<file path="config.mk">
export PLATFORM = sky130hd
export DESIGN_NAME = sc_datapath_bus_sequencer
export DESIGN_NICKNAME = d
export VERILOG_FILES = /design/src/rtl/sc_datapath_bus_sequencer.sv
export SDC_FILE = /design/constraint.sdc
export NUM_CORES = 1
export LEC_CHECK = 0
export CAP_MARGIN = 10
export CORE_ASPECT_RATIO = 0.9
export CORE_MARGIN = 5
export CORE_UTILIZATION = 45
export DETAILED_ROUTE_END_ITERATION = 6
export GPL_TIMING_DRIVEN = 0
export PLACE_DENSITY = 0.75
export SLEW_MARGIN = 20
export SYNTH_ARGS = -nofsm -noshare
export SYNTH_HDL_FRONTEND = slang
export SYNTH_SLANG_ARGS = --single-unit
</file>
<file path="constraint.sdc">
create_clock -name SC_DPSEQ_CLOCK_50 -period 2.1 [get_ports SC_DPSEQ_CLOCK_50]
set_clock_uncertainty 0.1 [all_clocks]
set_input_delay 0.315 -clock SC_DPSEQ_CLOCK_50 [delete_from_list [all_inputs] [get_ports SC_DPSEQ_CLOCK_50]]
set_output_delay 0.315 -clock SC_DPSEQ_CLOCK_50 [all_outputs]
set_load 0.05 [all_outputs]
</file>
<file path="src/rtl/sc_datapath_bus_sequencer.sv">
// Datapath bus sequencer: runs one register-transfer micro-operation at a
// time. It drives the A/B bus selects, starts the ALU, waits out the ALU
// latency, then issues the destination write enable.
//
// Handshake: a command transfers on a rising edge where CMD_VALID and
// CMD_READY are both high. READY is combinational (IDLE, no flush, out of
// reset). Command fields are captured at that edge, and later changes to the
// inputs are ignored.
module sc_datapath_bus_sequencer #(
    parameter int NUM_REGS    = 38,
    parameter int IDX_WIDTH   = 6,
    parameter int ALU_LATENCY = 1,
    parameter int COUNT_WIDTH = 16
) (
    input  logic                   SC_DPSEQ_CLOCK_50,
    input  logic                   SC_DPSEQ_RESET_InLow,
    input  logic                   SC_DPSEQ_CMD_VALID_In,
    output logic                   SC_DPSEQ_CMD_READY_Out,
    input  logic [IDX_WIDTH-1:0]   SC_DPSEQ_CMD_SRCA_In,
    input  logic [IDX_WIDTH-1:0]   SC_DPSEQ_CMD_SRCB_In,
    input  logic [IDX_WIDTH-1:0]   SC_DPSEQ_CMD_DEST_In,
    input  logic                   SC_DPSEQ_CMD_WBEN_In,
    input  logic                   SC_DPSEQ_FLUSH_In,
    output logic [NUM_REGS-1:0]    SC_DPSEQ_BUSA_SEL_Out,
    output logic [NUM_REGS-1:0]    SC_DPSEQ_BUSB_SEL_Out,
    output logic [NUM_REGS-1:0]    SC_DPSEQ_DEST_WR_Out,
    output logic                   SC_DPSEQ_ALU_START_Out,
    output logic                   SC_DPSEQ_BUSY_Out,
    output logic                   SC_DPSEQ_DONE_Out,
    output logic                   SC_DPSEQ_ERR_Out,
    output logic [COUNT_WIDTH-1:0] SC_DPSEQ_OPCOUNT_Out,
    output logic [1:0]             SC_DPSEQ_DBG_STATE_Out
);

    typedef enum logic [1:0] {
        IDLE  = 2'd0,
        READ  = 2'd1,
        EXEC  = 2'd2,
        WRITE = 2'd3
    } state_t;

    localparam logic [IDX_WIDTH:0]   NREGS    = (IDX_WIDTH + 1)'(NUM_REGS);
    localparam logic [3:0]           LAT_INIT = 4'(ALU_LATENCY - 1);
    localparam logic [NUM_REGS-1:0]  ONE      = {{(NUM_REGS - 1){1'b0}}, 1'b1};

    state_t               state;
    logic [3:0]           lat_cnt;
    logic [IDX_WIDTH-1:0] dest_q;
    logic                 wben_q;
    logic                 accept;
    logic                 idx_bad;

    // Command acceptance and index legality; READY is forced low during reset.
    always_comb begin
        SC_DPSEQ_CMD_READY_Out = SC_DPSEQ_RESET_InLow && (state == IDLE) && !SC_DPSEQ_FLUSH_In;
        accept  = SC_DPSEQ_CMD_VALID_In && SC_DPSEQ_CMD_READY_Out;
        idx_bad = ({1'b0, SC_DPSEQ_CMD_SRCA_In} >= NREGS) ||
                  ({1'b0, SC_DPSEQ_CMD_SRCB_In} >= NREGS) ||
                  ({1'b0, SC_DPSEQ_CMD_DEST_In} >= NREGS);
    end

    assign SC_DPSEQ_DBG_STATE_Out = state;

    // Sequencer FSM with all datapath controls registered alongside the state.
    always_ff @(posedge SC_DPSEQ_CLOCK_50 or negedge SC_DPSEQ_RESET_InLow) begin
        if (!SC_DPSEQ_RESET_InLow) begin
            state                  <= IDLE;
            lat_cnt                <= '0;
            dest_q                 <= '0;
            wben_q                 <= 1'b0;
            SC_DPSEQ_BUSA_SEL_Out  <= '0;
            SC_DPSEQ_BUSB_SEL_Out  <= '0;
            SC_DPSEQ_DEST_WR_Out   <= '0;
            SC_DPSEQ_ALU_START_Out <= 1'b0;
            SC_DPSEQ_BUSY_Out      <= 1'b0;
            SC_DPSEQ_DONE_Out      <= 1'b0;
            SC_DPSEQ_ERR_Out       <= 1'b0;
            SC_DPSEQ_OPCOUNT_Out   <= '0;
        end else begin
            SC_DPSEQ_ALU_START_Out <= 1'b0;
            SC_DPSEQ_DONE_Out      <= 1'b0;
            SC_DPSEQ_ERR_Out       <= 1'b0;
            case (state)
                IDLE: begin
                    if (accept) begin
                        if (idx_bad) begin
                            // Illegal index: flag it and drive nothing.
                            SC_DPSEQ_ERR_Out <= 1'b1;
                        end else begin
                            state                  <= READ;
                            SC_DPSEQ_BUSY_Out      <= 1'b1;
                            SC_DPSEQ_BUSA_SEL_Out  <= ONE << SC_DPSEQ_CMD_SRCA_In;
                            SC_DPSEQ_BUSB_SEL_Out  <= ONE << SC_DPSEQ_CMD_SRCB_In;
                            SC_DPSEQ_ALU_START_Out <= 1'b1;
                            dest_q                 <= SC_DPSEQ_CMD_DEST_In;
                            wben_q                 <= SC_DPSEQ_CMD_WBEN_In;
                        end
                    end
                end
                READ: begin
                    if (SC_DPSEQ_FLUSH_In) begin
                        state                 <= IDLE;
                        SC_DPSEQ_BUSY_Out     <= 1'b0;
                        SC_DPSEQ_BUSA_SEL_Out <= '0;
                        SC_DPSEQ_BUSB_SEL_Out <= '0;
                    end else begin
                        state   <= EXEC;
                        lat_cnt <= LAT_INIT;
                    end
                end
                EXEC: begin
                    if (SC_DPSEQ_FLUSH_In) begin
                        state                 <= IDLE;
                        SC_DPSEQ_BUSY_Out     <= 1'b0;
                        SC_DPSEQ_BUSA_SEL_Out <= '0;
                        SC_DPSEQ_BUSB_SEL_Out <= '0;
                    end else if (lat_cnt == 4'd0) begin
                        state             <= WRITE;
                        SC_DPSEQ_DONE_Out <= 1'b1;
                        // Register 0 is hard-wired zero, so its write is dropped.
                        if (wben_q && (dest_q != '0)) begin
                            SC_DPSEQ_DEST_WR_Out <= ONE << dest_q;
                        end
                    end else begin
                        lat_cnt <= lat_cnt - 4'd1;
                    end
                end
                WRITE: begin
                    // A flush seen here withholds the count; the enable and
                    // completion already driven in this cycle stand.
                    state                 <= IDLE;
                    SC_DPSEQ_BUSY_Out     <= 1'b0;
                    SC_DPSEQ_BUSA_SEL_Out <= '0;
                    SC_DPSEQ_BUSB_SEL_Out <= '0;
                    SC_DPSEQ_DEST_WR_Out  <= '0;
                    if (!SC_DPSEQ_FLUSH_In && (SC_DPSEQ_OPCOUNT_Out != '1)) begin
                        SC_DPSEQ_OPCOUNT_Out <= SC_DPSEQ_OPCOUNT_Out + 1'b1;
                    end
                end
                default: state <= IDLE;
            endcase
        end
    end

endmodule

</file>
==> metrics.csv <==
metric,value,unit
outcome,"finished, final reports clean",
buffers added on ports,155,
VDD IR max,685,uV
type of the most critical hold path,input port to register,
Post-Synthesis Cells,581,
"critical path, cell by cell",ha_1 > nor2_1 > or4bb_1 > nor2_1 > mux2_2,
ratio of cells with drive above 1 in the final layout,0.278,
"flops & latches, synth",147,
num ports,160,
register area share after synthesis,0.534,
total length of routed met2 wires,8580,um
Synth area leaders,"dfrtp_1, mux2_2, mux2_4, nor2_1, nand2_1",
Max Used Layer,met4,
Pleak,4.59,nW
metal3 WL,1160,um
pins over their slew limit,0,
fraction of power consumed by combinational cells,0.368,
Setup Crit Path Kind,register to register,
post-route ant nets,0,
syn_area_per_cell,11.9,um^2
CTS root buf,clkbuf_16,
Worst Path Max Fanout,6,
post-route total power,0.0106,W
Fin. Hold Viols,0,
row count,42,
# clock sinks,147,
endpoints failing setup,0,
Yosys cell types,47,
Non-Filler Instances,987,
die height,127,um
Routability Congestion,0.834,
DR vias,5203,
Ys Warns,0,
Die Area,17900,um^2
total core area,14900,um^2
CP most frequent cell,nor2_1,
Initial Utilization,0.463,
Worst Tran Pin Value,0.551,ns
Clock Path Buffers,2,
Post-synth EDFFs,0,
Post-Route M1 WL,8030,um
"most common cell after layout, fill and taps aside",dfrtp_1,
r2r setup slk,0.04,ns
first-pass GRT wire length,28700,um
Rel. slew slack,0.631,
DRT Pass-1 Iters,4,
most frequent cells in the layout,"dfrtp_1, clkdlybuf4s50_1, nor2_1",
Seq pwr share,0.324,
Synth async-reset ratio,1.00,
final worst-path cycle share,0.980,
Total GRT Usage,0.202,
Critical Path End Type,register,
Critical Path AT,2.31,ns
"area leader, netlist",dfrtp_1,
CTS tree,yes,
total congestion overflow,0,
Synth top area share,0.534,
fin crit period,2.06,ns
Switch Pwr,0.00367,W
required time at the worst-slack endpoint,2.35,ns
Post-DP HPWL,12700,um
TNS Setup,0,ns
max incr delay on CP,0.53,ns
DR vias/cell,5.27,
DRT iter0 DRCs,219,
maximum number of pins on one net before global-route repair,51,
syn_nets,611,
Nets,805,
Main synth FF type,dfrtp_1,
Layout area overhead,42.1,%
Pint,0.00695,W
# DRC,0,
slowest CP cell,or4bb_1,
Post-Place Cells,935,
clk_lat worst skew,0.41,ns
"CTS clk-pin slew, worst paths",0.06,ns
synthesized cell area,6890,um^2
number of H-tree levels,4,
clock power share,0.309,
startpoint types,register,
CTS Buf Count,17,
initial antenna violation count,0,
Switching Share,0.346,
wire per inst,18.3,um
Max Freq,486,MHz
total routed wirelength,18000,um
max_cap viols,0,
PwrDens,1080,nW/um^2
vias in the first global route,5347,
Die W,140,um
RSZ-0062 raised after global routing,yes,
-- routing by layer --
layer / global-route usage / vias to the layer above
li1: - / 2418
met1: 0.276 / 2580
met2: 0.316 / 181
met3: 0.0617 / 24
met4: 0.0536 / 0
met5: 0 / -
-- critical path: cells and delay by family, from the launching register on --
family,cells,cell delay (ns)
AND/OR/NAND/NOR,3,1.01
flip-flops,1,0.44
adder cells (fa/ha/maj),1,0.28
multiplexers,1,0.16
-- final timing paths --
kind                                                             from                               endpoint  depth (start not counted)
max in group asynchronous                        SC_DPSEQ_RESET_InLow                  dest_q[2]$_DFFE_PN0P_                          3
worst max register to register  SC_DPSEQ_DBG_STATE_Out[0]$_DFFE_PN0P_   SC_DPSEQ_DEST_WR_Out[18]$_DFFE_PN0P_                          5
min in group asynchronous                        SC_DPSEQ_RESET_InLow  SC_DPSEQ_BUSA_SEL_Out[12]$_DFFE_PN0P_                          4
worst max-delay path            SC_DPSEQ_DBG_STATE_Out[0]$_DFFE_PN0P_   SC_DPSEQ_DEST_WR_Out[18]$_DFFE_PN0P_                          5
worst min-delay path                             SC_DPSEQ_RESET_InLow             SC_DPSEQ_ERR_Out$_DFF_PN0_                          4
worst min register to register    SC_DPSEQ_DEST_WR_Out[0]$_DFFE_PN0P_    SC_DPSEQ_DEST_WR_Out[0]$_DFFE_PN0P_                          1
-- flip-flops by register name, indices dropped and copies added, names as in the netlist --
| register | count |
|---|---|
| SC_DPSEQ_BUSA_SEL_Out | 38 |
| SC_DPSEQ_BUSB_SEL_Out | 38 |
| SC_DPSEQ_DEST_WR_Out | 38 |
| SC_DPSEQ_OPCOUNT_Out | 16 |
| dest_q | 6 |
| lat_cnt | 4 |
| SC_DPSEQ_DBG_STATE_Out | 2 |
| SC_DPSEQ_ALU_START_Out | 1 |
| SC_DPSEQ_BUSY_Out | 1 |
| SC_DPSEQ_DONE_Out | 1 |
| SC_DPSEQ_ERR_Out | 1 |
| wben_q | 1 |
-- power groups by stage --
stage / Clock (W) / Combinational (W) / Sequential [W]
5_1_grt: 0.00348 / 0.00412 / 0.00348
2_1_floorplan: 0 / 0.00175 / 0.00415
6_report: 0.00328 / 0.00390 / 0.00344
4_1_cts: 0.00334 / 0.00375 / 0.00340
3_5_place_dp: 0 / 0.00352 / 0.00343
3_3_place_gp: 0 / 0.00345 / 0.00342
-- stage by stage --
step	hold slack (ns)	area (um^2)	worst slack [ns]	utilization
finish	0.327	9790	0.0413	0.658
global route	0.327	9790	-0.0343	0.658
CTS	0.306	9670	0.00158	0.650
detailed placement	0.146	8780	-0.627	0.591
global placement	0.372	8750	-5.71	0.588
floorplan	-0.0806	6950	-0.0363	-
-- synthesized netlist by cell type, drive strengths merged, types with 5 or more instances --
master	count
nand2b	7
xor2	6
or2	5
clkbuf	9
dfrtp	147
nand2	25
nand3	12
ha	7
nor2	113
nor2b	8
xnor2	7
nand3b	8
inv	8
nand4	8
buf	17
mux2	124
nor3	14
-- cell type report --
| type | instances | area (um^2) |
|---|---|---|
| clock inverter | 9 | 179 |
| inverter | 8 | 35.0 |
| fill | 1086 | 5080 |
| multi-input combinational | 400 | 3120 |
| clock buffer | 23 | 458 |
| buffer | 23 | 190 |
| antenna | 1 | 2.50 |
| sequential | 147 | 3690 |
| timing repair buffer | 178 | 1870 |
| tap | 198 | 248 |
-- repair_timing --
action | 4_1_cts | 5_1_grt
endpoints found under the hold margin | 49 | 0
hold buffers | 6 | 0
gates resized for setup | 28 | 21
pin swaps | 2 | 5
setup buffers | 8 | 6
cloned | 1 | 1
setup endpoints to repair | 124 | 127
-- kinds of logic (layout without fill, tap and decap cells) --
group | count (synthesis) | in the layout | share of synthesized area
fa+ha+maj | 7 | 7 | 0.0127
buf+inv | 34 | 241 | 0.0253
mux | 124 | 124 | 0.219
xor+xnor | 13 | 13 | 0.0165
compound gates | 30 | 30 | 0.0352
simple gates | 226 | 226 | 0.157
other cells | 0 | 1 | 0
flops | 147 | 147 | 0.534
Note: power is estimated with default switching activity, not from simulation.
